### src/rtl/dbus_xbar_n.sv
// Single-outstanding data-bus crossbar: one LSU requester fanned out to N_SLV slots
// via base/mask decode, with slot ack, timeout, decode error, flush abort and error capture.
`timescale 1ns/1ps
module dbus_xbar_n #(
    parameter int                      N_SLV    = 8,
    parameter int                      ADDR_W   = 32,
    parameter int                      DATA_W   = 32,
    parameter logic [N_SLV*ADDR_W-1:0] SLV_BASE = '0,
    parameter logic [N_SLV*ADDR_W-1:0] SLV_MASK = '1,
    parameter int                      TIMEOUT  = 255
) (
    input  logic                      clk,
    input  logic                      rst,
    input  logic                      req_valid_i,
    input  logic [ADDR_W-1:0]         req_addr_i,
    input  logic                      req_we_i,
    input  logic [DATA_W-1:0]         req_wdata_i,
    input  logic [DATA_W/8-1:0]       req_be_i,
    input  logic                      flush_i,
    output logic                      rsp_valid_o,
    output logic [DATA_W-1:0]         rsp_rdata_o,
    output logic                      rsp_err_o,
    output logic [N_SLV-1:0]          sel_o,
    output logic [ADDR_W-1:0]         peri_addr_o,
    output logic                      peri_we_o,
    output logic [DATA_W-1:0]         peri_wdata_o,
    output logic [DATA_W/8-1:0]       peri_be_o,
    input  logic [N_SLV-1:0]          peri_ack_i,
    input  logic [N_SLV*DATA_W-1:0]   peri_rdata_i,
    output logic [ADDR_W-1:0]         err_addr_o,
    output logic [7:0]                err_cnt_o
);

    // Handshake: req_valid_i and its fields are held stable until rsp_valid_o pulses
    // for one cycle; a request still valid in the cycle after the pulse is a new one.

    localparam int IDX_W = (N_SLV > 1) ? $clog2(N_SLV) : 1;
    localparam int CNT_W = (TIMEOUT > 0) ? $clog2(TIMEOUT + 1) : 1;

    localparam logic [1:0] ST_IDLE = 2'd0;
    localparam logic [1:0] ST_WAIT = 2'd1;
    localparam logic [1:0] ST_RESP = 2'd2;

    logic [1:0]        state_q;
    logic [IDX_W-1:0]  idx_q;
    logic [CNT_W-1:0]  cnt_q;

    logic [N_SLV-1:0]  hit;
    logic [IDX_W-1:0]  hit_idx;
    logic              ack_sel;
    logic [DATA_W-1:0] rdata_sel;
    logic              tmo_hit;

    // Descending scan so the lowest matching slot is the one left in hit_idx.
    always_comb begin
        hit     = '0;
        hit_idx = '0;
        for (int i = N_SLV - 1; i >= 0; i--) begin
            if ((req_addr_i & SLV_MASK[i*ADDR_W +: ADDR_W]) == SLV_BASE[i*ADDR_W +: ADDR_W]) begin
                hit[i]  = 1'b1;
                hit_idx = IDX_W'(i);
            end
        end
    end

    always_comb begin
        ack_sel   = peri_ack_i[idx_q];
        rdata_sel = peri_rdata_i[idx_q*DATA_W +: DATA_W];
        // Fires on the TIMEOUT-th WAIT cycle, so sel_o is high for exactly TIMEOUT cycles.
        tmo_hit   = (TIMEOUT != 0) && ((int'(cnt_q) + 1) == TIMEOUT);
    end

    always_ff @(posedge clk) begin
        if (rst) begin
            state_q      <= ST_IDLE;
            idx_q        <= '0;
            cnt_q        <= '0;
            rsp_valid_o  <= 1'b0;
            rsp_rdata_o  <= '0;
            rsp_err_o    <= 1'b0;
            sel_o        <= '0;
            peri_addr_o  <= '0;
            peri_we_o    <= 1'b0;
            peri_wdata_o <= '0;
            peri_be_o    <= '0;
            err_addr_o   <= '0;
            err_cnt_o    <= '0;
        end else begin
            rsp_valid_o <= 1'b0;
            rsp_rdata_o <= '0;
            rsp_err_o   <= 1'b0;
            case (state_q)
                ST_IDLE: begin
                    if (req_valid_i && !flush_i) begin
                        if (|hit) begin
                            peri_addr_o  <= req_addr_i;
                            peri_we_o    <= req_we_i;
                            peri_wdata_o <= req_wdata_i;
                            peri_be_o    <= req_be_i;
                            idx_q        <= hit_idx;
                            sel_o        <= N_SLV'(1) << hit_idx;
                            cnt_q        <= '0;
                            state_q      <= ST_WAIT;
                        end else begin
                            rsp_valid_o <= 1'b1;
                            rsp_err_o   <= 1'b1;
                            err_addr_o  <= req_addr_i;
                            if (err_cnt_o != 8'hFF) err_cnt_o <= err_cnt_o + 8'd1;
                            state_q     <= ST_RESP;
                        end
                    end
                end
                ST_WAIT: begin
                    if (flush_i) begin
                        sel_o   <= '0;
                        state_q <= ST_IDLE;
                    end else if (ack_sel) begin
                        sel_o       <= '0;
                        rsp_valid_o <= 1'b1;
                        rsp_rdata_o <= peri_we_o ? '0 : rdata_sel;
                        state_q     <= ST_RESP;
                    end else if (tmo_hit) begin
                        sel_o       <= '0;
                        rsp_valid_o <= 1'b1;
                        rsp_err_o   <= 1'b1;
                        err_addr_o  <= peri_addr_o;
                        if (err_cnt_o != 8'hFF) err_cnt_o <= err_cnt_o + 8'd1;
                        state_q     <= ST_RESP;
                    end else if (TIMEOUT != 0) begin
                        cnt_q <= cnt_q + CNT_W'(1);
                    end
                end
                ST_RESP: state_q <= ST_IDLE;
                default: state_q <= ST_IDLE;
            endcase
        end
    end

endmodule

### config.mk
export PLATFORM = sky130hd
export DESIGN_NAME = dbus_xbar_n
export DESIGN_NICKNAME = d
export VERILOG_FILES = /design/src/rtl/dbus_xbar_n.sv
export SDC_FILE = /design/constraint.sdc
export NUM_CORES = 1
export LEC_CHECK = 0
export ABC_AREA = 0
export CAP_MARGIN = 20
export CORE_AREA = 2 2 191 193
export CTS_CLUSTER_DIAMETER = 120
export DETAILED_ROUTE_END_ITERATION = 6
export DIE_AREA = 0 0 193 195
export GPL_TIMING_DRIVEN = 0
export SLEW_MARGIN = 15
export SYNTH_ARGS = -nofsm -noshare
export SYNTH_HDL_FRONTEND = slang
export SYNTH_SLANG_ARGS = --single-unit
### constraint.sdc
create_clock -name clk -period 4.6 [get_ports clk]
set_input_delay 1.15 -clock clk [delete_from_list [all_inputs] [get_ports clk]]
set_output_delay 1.15 -clock clk [all_outputs]
set_load 0.01 [all_outputs]
==> results.yml <==
setup_path:
  cp.required_ns: 4.95
  r2r-start: "cnt_q[1]$_SDFFE_PP0P_"
  slowest_delay_ns: 0.62
  timing.rr.end: "err_addr_o[8]$_SDFFE_PP0P_"
  critical_path_class: "in2reg"
  cp_slowest_cell: "nor4_2"
  endpoint_kind: "flip-flop"
  path_delay_family: "simple AND/OR/NAND/NOR gates"
  reg2reg_depth: 8
  worst-path-buf-inv: 3
  cp_data_arrival_time_ns: 3.89
  crit_fanout: 10
  crit_start: "req_addr_i[26]"
  path_cells: "clkdlybuf4s50_1 -> nor4_1 -> nand4_1 -> nor4_2 -> buf_4 -> clkbuf_1 -> nand2_1 -> a21oi_1"
  start_kind: "primary input"
  r2r_slack_ns: 1.83
synth:
  async_flop_share_pct: 0
  syn-mean-instance-area_um2: 9.47
  synth_cells: 603
  synth_simple_gate_area_share_pct: 19.6
  syn_area_um2: 5710
  ys_seq_area_share_pct: 54.0
  synth_mux_area_share_pct: 6.38
  synthAdderAreaFrac_pct: 0.658
  yosysWarnings: 0
  synth_compound_area_share_pct: 14.8
  synth_top_family_by_area: "simple AND/OR/NAND/NOR gates"
  ys_types: 46
  synth_xor_area_share_pct: 0.153
  synth_edf_count: 0
  synthFlopType: "dfxtp_1"
  ys_seq_elements: 154
timing:
  min_period_ns: 3.54
  skew_ns: 0.00972
  fmax_mhz: 282
  final_hold_viol_count: 0
  layout_worst_path_cycle_share_pct: 77.0
  fin_tns_setup_ns: 0
  slew_viol_final: 0
  rsz0062_at_grt: "false"
  setup-violations-final: 0
  worst_slew_pin_slew_ns: 0.911
  relSlewSlack_pct: 38.7
pwr:
  p_leak_nw: 3.43
  p_total_mw: 3.09
  ir_drop_mv: 0.240
  power_density_nw_per_um2: 328
cts:
  root_buffer: "clkbuf_16"
  clock_latency_ns: 0.43
  clk_pin_slew_ns: 0.06
  cts_tree: "built"
  clockBufferDepth: 2
  post_cts_buffers: 0
  hold_buffers: 0
  cts_made_buffers: 17
  h-tree-depth: 4
  cts_resized: 0
  cts_sinks: 154
hold_path:
  min_path_type: "reg2reg"
  holdPathEnd: "peri_wdata_o[22]$_SDFFE_PP0P_"
  worstHoldStart: "peri_wdata_o[22]$_SDFFE_PP0P_"
  holdPathStages: 2
final_layout:
  fillers: 3767
  areaGrowthSynthToFinish_pct: 65.1
  nets: 1217
  final_util_pct: 26.6
  drive_gt1_share_pct: 6.29
drt:
  via_per_inst: 3.88
  drt-initial-drc-count: 259
  num_vias: 5256
  ant_nets: 0
  drt-wirelength-per-cell_um: 15.1
  wl_mm: 20.4
  drt_pre_antenna_iters: 4
  drc: 0
placed_design:
  post-dp-hpwl_mm: 15.6
  place_congestion: 0.749
  portBuffers: 248
floorplanning:
  die_h_um: 195
  num_rows: 69
  core_um2: 35400
  pin_count: 488
  start_util_pct: 16.1
  die_w_um: 193
  dieArea_um2: 37600
global_routing:
  grt_pass1_vias: 5198
  grt_max_degree: 17
  grt.total_usage_pct: 10.7
  overflow: 0
  antenna_found_initial: 1
  grt_pass1_wl_mm: 30.2
job:
  cap_violations: 0
run_status:
  status: "finished clean"
==> per-stage QoR <==
| step | cell area [um2] | hold slack [ns] | instances | worst slack [ns] |
|---|---|---|---|---|
| floorplan | 5730 | 0.466 | 609 | 1.78 |
| detailed placement | 8800 | 0.446 | 1319 | 0.529 |
| finish | 9420 | 0.452 | 1353 | 1.06 |
| global route | 9420 | 0.469 | 1351 | 0.838 |
| CTS | 9420 | 0.456 | 1351 | 0.974 |
| global placement | 8790 | 0.442 | 1318 | -0.272 |
==> worst reg2reg max path, stage by stage (launching register included) <==
cell       delay [ns]
dfxtp_1          0.47
ha_1             0.28
nand3_1          0.15
xnor2_1          0.18
o2111ai_1        0.25
o31ai_2          0.67
buf_2            0.34
a21oi_1          0.09
a211oi_1         0.24
==> routing by layer <==
metal  share of wire, %  track usage, %  up-vias
met2                 44            16.5      197
met4                1.6            3.42        0
met1                 45            13.3     2396
li1                   -               -     2644
met3                9.7            4.49       19
met5                  0               0        -
==> cell usage after synthesis, types with 2 or more instances <==
cell      instances  area [um2]
a211oi_1         33         248
a21oi_1          79         395
a311oi_1          2        17.5
and2_1           65         407
buf_2             6        30.0
buf_4             7        52.6
clkbuf_1         35         131
dfxtp_1         154        3080
ha_1              3        37.5
inv_1             5        18.8
mux2_2            3        33.8
mux2i_1          33         330
nand2_1          81         304
nand2b_1          4        25.0
nand3_1          12        60.1
nand4_1           4        25.0
nor2_1           12        45.0
nor2b_1           2        12.5
nor3_1            4        20.0
nor3b_1           3        22.5
nor4_1           13        81.3
o21a_1            2        15.0
o21ai_0           6        30.0
o21bai_1          2        15.0
o31ai_1           4        30.0
o41ai_1           3        26.3
or2_2             3        18.8
or4_1             5        37.5
==> layout make-up <==
type                       instances  area [um2]  area share, %
tap                              461         577           6.12
sequential                       154        3080           32.7
antenna                            2        5.00         0.0531
buffer                            50         229           2.43
multi-input combinational        400        2410           25.5
clock inverter                    10         140           1.49
inverter                           5        18.8          0.199
clock buffer                      22         474           5.03
timing repair buffer             249        2490           26.4
==> cell families after synthesis <==
family / count (synthesis)
AND/OR/NAND/NOR: 215
XOR/XNOR: 1
adder cells (fa/ha/maj): 3
AO/OA/AOI/OAI: 138
buffers and inverters: 55
other: 1
flip-flops: 154
multiplexers: 36
==> cells in the final DEF (no fill, tap or decap), types with 4 or more instances in the layout <==
cell and count:
a211oi_1 33, a21oi_1 79, and2_1 65, buf_2 6, buf_4 8, clkbuf_1 37, clkbuf_16 17, clkdlybuf4s50_1 248
conb_1 7, dfxtp_1 154, inv_1 5, mux2i_1 33, nand2_1 81, nand2b_1 4, nand3_1 12, nand4_1 4
nor2_1 12, nor3_1 4, nor4_1 12, o21ai_0 6, o31ai_1 4, or4_1 5
==> power breakdown <==
group          total (mW)  internal, mW  switching [mW]
clock                1.47         0.898           0.576
combinational       0.251         0.146           0.106
sequential           1.37          1.35          0.0133
==> worst max-delay path by stage <==
stage / slack (ns) / end / depth (start not counted)
final: 1.06 / peri_wdata_o[30]$_SDFFE_PP0P_ / 8
after global placement: -0.27 / peri_addr_o[9]$_SDFFE_PP0P_ / 7
after floorplan: 1.78 / cnt_q[3]$_SDFFE_PP0P_ / 7
after detailed placement: 0.53 / peri_wdata_o[30]$_SDFFE_PP0P_ / 8
after global routing: 0.84 / peri_we_o$_SDFFE_PP0P_ / 8
after CTS: 0.97 / peri_wdata_o[30]$_SDFFE_PP0P_ / 8
==> sequential cells by signal, indices dropped and copies added (netlist names), 2 cells and up <==
name / flops
peri_be_o: 4
peri_wdata_o: 32
err_addr_o: 32
err_cnt_o: 8
peri_addr_o: 32
cnt_q: 8
rsp_rdata_o: 32
state_q: 2
Power figures use the tool's default switching activity.
